<file path="src/rtl/keyed_lut_mux.sv">
// keyed_lut_mux: selects the data of the {key,data} pair whose key equals `key`; highest index wins, zero on miss.
// Latency: out/hit combinational; out_q/hit_q (and dup_err when KEYED_LUT_MUX_DUP_CHK_EN is defined) update one cycle after an en=1 edge.
// Backpressure: none; en=0 holds the registered copies.
module keyed_lut_mux #(
  parameter int NR_KEY   = 2,
  parameter int KEY_LEN  = 1,
  parameter int DATA_LEN = 1
) (
  input  logic                                 clk,
  input  logic                                 rst_n,
  input  logic [KEY_LEN-1:0]                   key,
  input  logic [NR_KEY*(KEY_LEN+DATA_LEN)-1:0] lut,
  input  logic                                 en,
  output logic [DATA_LEN-1:0]                  out,
  output logic                                 hit,
  output logic [DATA_LEN-1:0]                  out_q,
  output logic                                 hit_q
`ifdef KEYED_LUT_MUX_DUP_CHK_EN
  ,
  output logic                                 dup_err
`endif
);

  localparam int PAIR_LEN = KEY_LEN + DATA_LEN;

  logic [KEY_LEN-1:0]  pair_key [NR_KEY];
  logic [DATA_LEN-1:0] pair_dat [NR_KEY];
  logic [NR_KEY-1:0]   match;

  for (genvar g = 0; g < NR_KEY; g++) begin : g_pair
    assign pair_key[g] = lut[g*PAIR_LEN+DATA_LEN +: KEY_LEN];
    assign pair_dat[g] = lut[g*PAIR_LEN +: DATA_LEN];
    assign match[g]    = (pair_key[g] == key);
  end

  // Ascending scan so the last (highest-index) match overrides earlier ones.
  always_comb begin
    out = '0;
    for (int i = 0; i < NR_KEY; i++) begin
      if (match[i]) begin
        out = pair_dat[i];
      end
    end
  end

  assign hit = |match;

  always_ff @(posedge clk or negedge rst_n) begin
    if (!rst_n) begin
      out_q <= '0;
      hit_q <= 1'b0;
    end else if (en) begin
      out_q <= out;
      hit_q <= hit;
    end
  end

`ifdef KEYED_LUT_MUX_DUP_CHK_EN
  logic multi_hit;
  logic seen;

  always_comb begin
    multi_hit = 1'b0;
    seen      = 1'b0;
    for (int i = 0; i < NR_KEY; i++) begin
      if (match[i]) begin
        multi_hit = multi_hit | seen;
        seen      = 1'b1;
      end
    end
  end

  always_ff @(posedge clk or negedge rst_n) begin
    if (!rst_n) begin
      dup_err <= 1'b0;
    end else if (en && multi_hit) begin
      dup_err <= 1'b1;
    end
  end
`endif

endmodule

</file>
<file path="config.mk">
export PLATFORM = sky130hd
export DESIGN_NAME = keyed_lut_mux
export DESIGN_NICKNAME = d
export VERILOG_FILES = /design/src/rtl/keyed_lut_mux.sv
export SDC_FILE = /design/constraint.sdc
export NUM_CORES = 1
export LEC_CHECK = 0
export ABC_CLOCK_PERIOD_IN_PS = 2000
export CORE_AREA = 2 2 39 41
export CTS_CLUSTER_SIZE = 30
export DETAILED_ROUTE_END_ITERATION = 7
export DIE_AREA = 0 0 41 43
export PLACE_DENSITY = 0.43
export RECOVER_POWER = 25
export SLEW_MARGIN = 0
export SYNTH_ARGS = -nofsm -noshare
export SYNTH_HDL_FRONTEND = slang
export SYNTH_SLANG_ARGS = --single-unit
</file>
<file path="constraint.sdc">
create_clock -name clk -period 2 [get_ports clk]
set_clock_uncertainty 0.15 [all_clocks]
set_input_delay 0.4 -clock clk [delete_from_list [all_inputs] [get_ports clk]]
set_output_delay 0.4 -clock clk [all_outputs]
set_load 0.05 [all_outputs]
</file>
==> After elaboration in Yosys (flattened, before gate mapping) <==
Cells that the tools add are included.
{ "classes": {"n_eq_ne": 2, "mux": 2, "n_reduce_logical": 1} }
{ "op_table": {"columns": ["op", "n"], "rows": [
  ["1-bit equality test", 2],
  ["1-bit 2-to-1 mux", 2],
  ["2-bit OR reduction", 1]
]} }
{ "totals": {"regBits": 2, "in_bits": 8, "output_inout_bits": 4, "wordCells": 7} }

==> Longest topological paths before layout <==
Gate-level depths: netlist of run 1.
{ "depth": {"depth_word": 3, "ltp_mapped": 3, "mapped_depth_nobuf": 3} }

==> Worst setup path before layout of run 1 <==
Ideal clock, no wire load.
{ "synth_timing": {"path_kind": "input -> output", "from": "in lut[3]", "to": "out hit", "arrival_time_ns": 1.321, "t_required_ns": 1.450, "path_slack_ns": 0.129, "stages": 2, "path_buffers": 0, "cell_sequence": "nor2b_1 > a21oi_1"} }
{ "synth_between": {"elab_chain_len": 2} }
{ "synth_rtl": {"columns": ["item", "line", "source"], "rows": [
  ["start: declaration", "12", "input logic [NR_KEY*(KEY_LEN+DATA_LEN)-1:0] lut,"],
  ["1-bit equality test", "33", "assign match[g] = (pair_key[g] == key);"],
  ["2-bit OR reduction", "46", "assign hit = |match;"],
  ["end: declaration", "15", "output logic hit,"]
]} }
No other way between the ends.

==> Final worst setup path of run 1 <==
{ "layout_timing": {"from": "in lut[1]", "to": "out out"} }
{ "layout_between": {"elab_chain_len": 3} }
{ "layout_rtl": {"columns": ["item", "line", "source"], "rows": [
  ["1-bit equality test", "33", null],
  ["1-bit 2-to-1 mux (2 in series)", "40", "if (match[i]) begin"],
  ["end: declaration", "14", "output logic [DATA_LEN-1:0] out,"]
]} }
No other way between the ends.

==> results.py, run 1 <==
metrics = {
    "run_status": {
        "status": "complete, no violations",
    },
    "final_layout": {
        "nets": 38,
        "final_area_um2": 329.1,
        "area_growth_pct": 128.7,
        "layout-drive-gt1-share_pct": 46.43,
        "final_util_pct": 23.78,
        "final_cell_mix": "3 x clkbuf_4, 3 x dlygate4sd2_1, 3 x buf_4",
        "antennaDiodeCount": 0,
    },
    "timing": {
        "rsz0062_at_grt": "false",
        "layout_setup_ws_ps": 114.6,
        "setup_viol": 0,
        "min_period_over_period_pct": 94.27,
        "fmax_mhz": 530.4,
        "fin_crit_ps": 1885,
        "finalHoldViolations": 0,
        "tightest_slew_ps": 256.7,
        "slew_violations": 0,
        "max_slew_margin_pct": 82.88,
        "hold_ws_ps": 262.4,
    },
    "cts": {
        "htreeDepth": 1,
        "cts-root-buf": "clkbuf_4",
        "cts_buffers": 3,
        "cts_tree": "done",
        "cts_hold_buf": 0,
        "cts_buffer_depth": 2,
        "clk_pin_slew_ps": 30,
        "cts_sinks": 2,
        "worstSkewPairLatency_ps": 220,
    },
    "drt": {
        "dr.first_iter.drc_count": 3,
        "drt_pass1_iterations": 3,
        "vias_per_cell": 3.955,
        "drcViolationCount": 0,
        "wl_per_cell_um": 11.16,
        "ant_nets": 0,
        "dr_total_vias": 174,
        "wl_um": 491,
    },
    "critical_path": {
        "timing_worst_setup_path_type": "primary input to output pin",
        "rr_worst_depth": 1,
        "arrival_ps": 1340,
        "r2r_slack_ps": 1090,
        "reg2reg_to": "out_q",
        "required_ps": 1450,
        "start_kind": "primary input",
        "r2r-start": "out_q",
        "critical_path.max_fanout": 4,
        "cp-end-kind": "output pin",
    },
    "synth": {
        "syn_inst": 13,
        "synth_area_per_cell_um2": 11.07,
        "synth_cell_types": 11,
        "synth_area_um2": 143.9,
        "synth_fp_nets": 21,
        "synth_area_leader_cell": "dfrtp_1",
        "synth-seq-cells": 2,
        "netlist.area_leader.share_pct": 34.78,
        "yosysSeqAreaShare_pct": 34.78,
        "ys_warn_count": 0,
        "synth_area_leaders": "dfrtp_1 35%, a32oi_2 11%, mux2_4 10%",
    },
    "power_and_ir_drop": {
        "p_clk_share_pct": 39.4,
        "seq_power_share_pct": 21.2,
        "p_comb_share_pct": 39.4,
        "p_sw_share_pct": 32.92,
        "leakagePower_uw": 0.0001533,
        "power.switching_uw": 75.44,
        "p_per_area_nw_per_um2": 696.5,
        "ir_worst_vdd_uv": 197.7,
        "p_int_uw": 153.7,
    },
    "placement": {
        "io_buffer_count": 11,
        "place_congestion": 0.6362,
        "dpl_cell_area_um2": 289.0,
        "dpl_worst_slack_ps": -99.21,
    },
    "die": {
        "ios": 12,
        "rows": 14,
        "die_h_um": 43,
        "start_util_pct": 10.40,
        "die_w_um": 41,
        "die_area_um2": 1763,
        "core_um2": 1384,
    },
    "grt": {
        "grt_max_degree": 7,
        "grt_pass1_wl_um": 883,
        "grt_usage_pct": 8.133,
        "grt_pass1_vias": 206,
        "antenna_found_initial": 0,
        "grt_overflow": 0,
    },
    "min_path": {
        "min_path_type": "primary input to asynchronous set/reset pin",
    },
    "run": {
        "drv_cap": 0,
    },
}
Yosys cell counts:
master / count
nor3b_1: 1
a21boi_1: 1
nand3b_1: 2
a21oi_1: 1
dfrtp_1: 2
a32oi_2: 1
mux2_4: 1
inv_1: 1
nand2b_1: 1
mux2_2: 1
nor2b_1: 1
logic make-up after synthesis:
logic type	count (synthesis)	synth area share, %
AOI/OAI and AO/OA	3	20.00
muxes	2	18.26
and+or+nand+nor	5	24.35
buffers and inverters	1	2.606
DFF	2	34.78
worst max path at each step:
stage / from / end / cells past startpoint
after CTS: key / out / 4
after global placement: lut[3] / out / 4
after floorplan: lut[3] / hit / 2
after detailed placement: lut[3] / out / 4
final: lut[1] / out / 4
after global routing: lut[1] / out / 4
per-layer routing:
| metal | wire, um | track usage (%) |
|---|---|---|
| met5 | 0 | 0 |
| met4 | 15 | 8.000 |
| met3 | 101 | 5.759 |
| met2 | 196 | 8.750 |
| met1 | 178 | 9.646 |
what timing repair did:
item,in CTS,in global routing
endpoints found under the setup margin,2,2
gates resized for setup,4,3
setup buffers,1,0
pin swaps,1,1
stage by stage:
stage | total power (uW) | cells | setup TNS (ps)
4_1_cts | 235.8 | 44 | 0
3_3_place_gp | 136.8 | 40 | -98.17
5_1_grt | 247.5 | 44 | 0
3_5_place_dp | 138.4 | 40 | -187.3
2_1_floorplan | 94.57 | 13 | 0
6_report | 229.2 | 44 | 0
area by class of cell:
cell class	count	area, um2
clock buffers	3	22.52
multi-input cells	10	98.84
well taps	16	20.02
flip-flops and latches	2	50.05
inverters	1	3.754
repair buffers	12	133.9
fillers	159	1055
state kept, by name, summed over array words and instances (netlist names):
| name | flops |
|---|---|
| hit_q | 1 |
| out_q | 1 |
critical path, cell delays in order:
cell and delay [ps]:
dlygate4sd2_1 280, nand3b_1 190, a32oi_2 290, buf_12 180
power groups by stage:
stage | Sequential (uW) | Clock, uW | Combinational, uW
after floorplan | 66.6 | 0 | 28.0
after global placement | 48.9 | 0 | 87.9
after detailed placement | 49.1 | 0 | 89.3
after CTS | 48.6 | 96.1 | 91.1
after global routing | 49.3 | 103 | 94.9
final | 48.6 | 90.3 | 90.3
No activity file was read; power rests on OpenSTA's default activity.
==> run 2, diff against run 1 <==
- CAP_MARGIN: not set -> 25
==> results of run 2 <==
Same layout as run 1: the final DEF is identical, and so are final timing and power.
==> run 3, diff against run 2 <==
- MAX_ROUTING_LAYER: not set -> met4
==> results.py, run 3 (same netlist as run 1, synthesis figures left out) <==
metrics = {
    "timing": {
        "timing.setup.tns_ps": 0,
        "slew_violations": 0,
        "min_period_over_period_pct": 94.04,
        "fin_crit_ps": 1881,
        "finalHoldViolations": 0,
        "max_slew_margin_pct": 82.75,
        "setup_viol": 0,
        "tightest_slew_ps": 258.7,
        "fmax_mhz": 531.7,
        "layout_setup_ws_ps": 119.2,
        "rsz0062_at_grt": "false",
    },
    "critical_path": {
        "path_cells": "dlygate4sd2_1, nand3b_1, a32oi_2, buf_12",
        "cp-end-kind": "output pin",
        "arrival_ps": 1330,
        "rr_worst_depth": 1,
        "timing_worst_setup_path_type": "primary input to output pin",
        "required_ps": 1450,
        "start_kind": "primary input",
        "cp_slowest_cell": "a32oi_2",
        "critical_path.max_fanout": 4,
        "slowest_delay_ps": 290,
    },
    "final_layout": {
        "layout-drive-gt1-share_pct": 46.43,
        "final_cell_mix": "3 x clkbuf_4, 3 x dlygate4sd2_1, 3 x buf_4",
        "antennaDiodeCount": 0,
        "layout.cells.non_filler": 44,
        "area_growth_pct": 128.7,
        "reg.largest.list": "hit_q x1, out_q x1",
        "nets": 38,
    },
    "power_and_ir_drop": {
        "leakagePower_uw": 0.0001533,
        "ir_worst_vdd_uv": 197.7,
        "p_per_area_nw_per_um2": 696.7,
        "power.total_uw": 229.3,
    },
    "cts": {
        "clk_pin_slew_ps": 30,
        "worstSkewPairLatency_ps": 220,
        "cts_buffer_depth": 2,
        "cts_tree": "done",
        "cts-root-buf": "clkbuf_4",
        "cts_buffers": 3,
        "cts_sinks": 2,
        "htreeDepth": 1,
    },
    "grt": {
        "grt_max_degree": 7,
        "grt_pass1_vias": 206,
        "grt_overflow": 0,
        "grt_pass1_wl_um": 883,
        "grt_usage_pct": 8.333,
        "antenna_found_initial": 0,
    },
    "die": {
        "rows": 14,
        "core_um2": 1384,
        "die_area_um2": 1763,
        "start_util_pct": 10.40,
        "die_h_um": 43,
        "die_w_um": 41,
        "ios": 12,
    },
    "placement": {
        "place_inst": 40,
        "place_congestion": 0.6414,
        "io_buffer_count": 11,
        "dpl_worst_slack_ps": -99.21,
    },
    "drt": {
        "wl_um": 487,
        "wl_per_cell_um": 11.07,
        "ant_nets": 0,
        "vias_per_cell": 3.955,
        "drt_pass1_iterations": 2,
        "m1WireLength_um": 182,
        "drcViolationCount": 0,
        "top_layer": "met4",
        "dr_total_vias": 174,
        "met2_length_um": 196,
        "dr.first_iter.drc_count": 1,
        "wl_met3_um": 91,
    },
    "run": {
        "drv_cap": 0,
    },
    "min_path": {
        "min_path_type": "primary input to asynchronous set/reset pin",
    },
    "run_status": {
        "status": "complete, no violations",
    },
}
-- run 3: cell counts in the layout (fill, tap and decap cells not counted) --
Identical to the previous run, type by type.
-- run 3: repair_timing --
action / CTS / global route
gates resized for setup: 4 / 3
hold buffers: 0 / 0
pin swaps: 1 / 1
setup buffers: 1 / 0
setup endpoints to repair: 2 / 2
-- run 3: critical path: cells and delay by family --
family          cells  cell delay [ps]
buf+inv             2              460
simple gates        1              180
compound gates      1              290
-- run 3: through the flow --
stage	instance area (um2)	hold WS, ps	utilization [%]
after floorplan	143.9	-45.59	-
after global placement	289.0	348.2	20.89
after detailed placement	289.0	347.6	20.89
after CTS	319.1	186.2	23.06
after global routing	329.1	256.1	23.78
final	329.1	262.1	23.78
-- run 3: path summary, 6_finish.rpt --
check | endpoint | start | slack, ps
max | out | lut[1] | 120
min | out_q | rst_n | 260
max reg2reg | out_q | out_q | 1090
min reg2reg | hit_q | hit_q | 350
max in group asynchronous | hit_q | rst_n | 1310
min in group clk | hit_q | hit_q | 350
-- run 3: power by group --
group	switching (uW)	total (uW)	internal (uW)
clock network	24.1	90.5	66.3
registers	2.74	48.6	45.8
logic	48.6	90.2	41.6
-- run 3: area by class of cell --
type	instances	area (um2)
fill	159	1055
timing repair buffer	12	133.9
multi-input combinational	10	98.84
sequential	2	50.05
clock buffer	3	22.52
tap	16	20.02
inverter	1	3.754
-- run 3: routing by layer --
metal	up-vias	track usage (%)
li1	81	-
met1	75	9.968
met2	14	8.750
met3	4	5.236
met4	0	8.000
met5	-	-
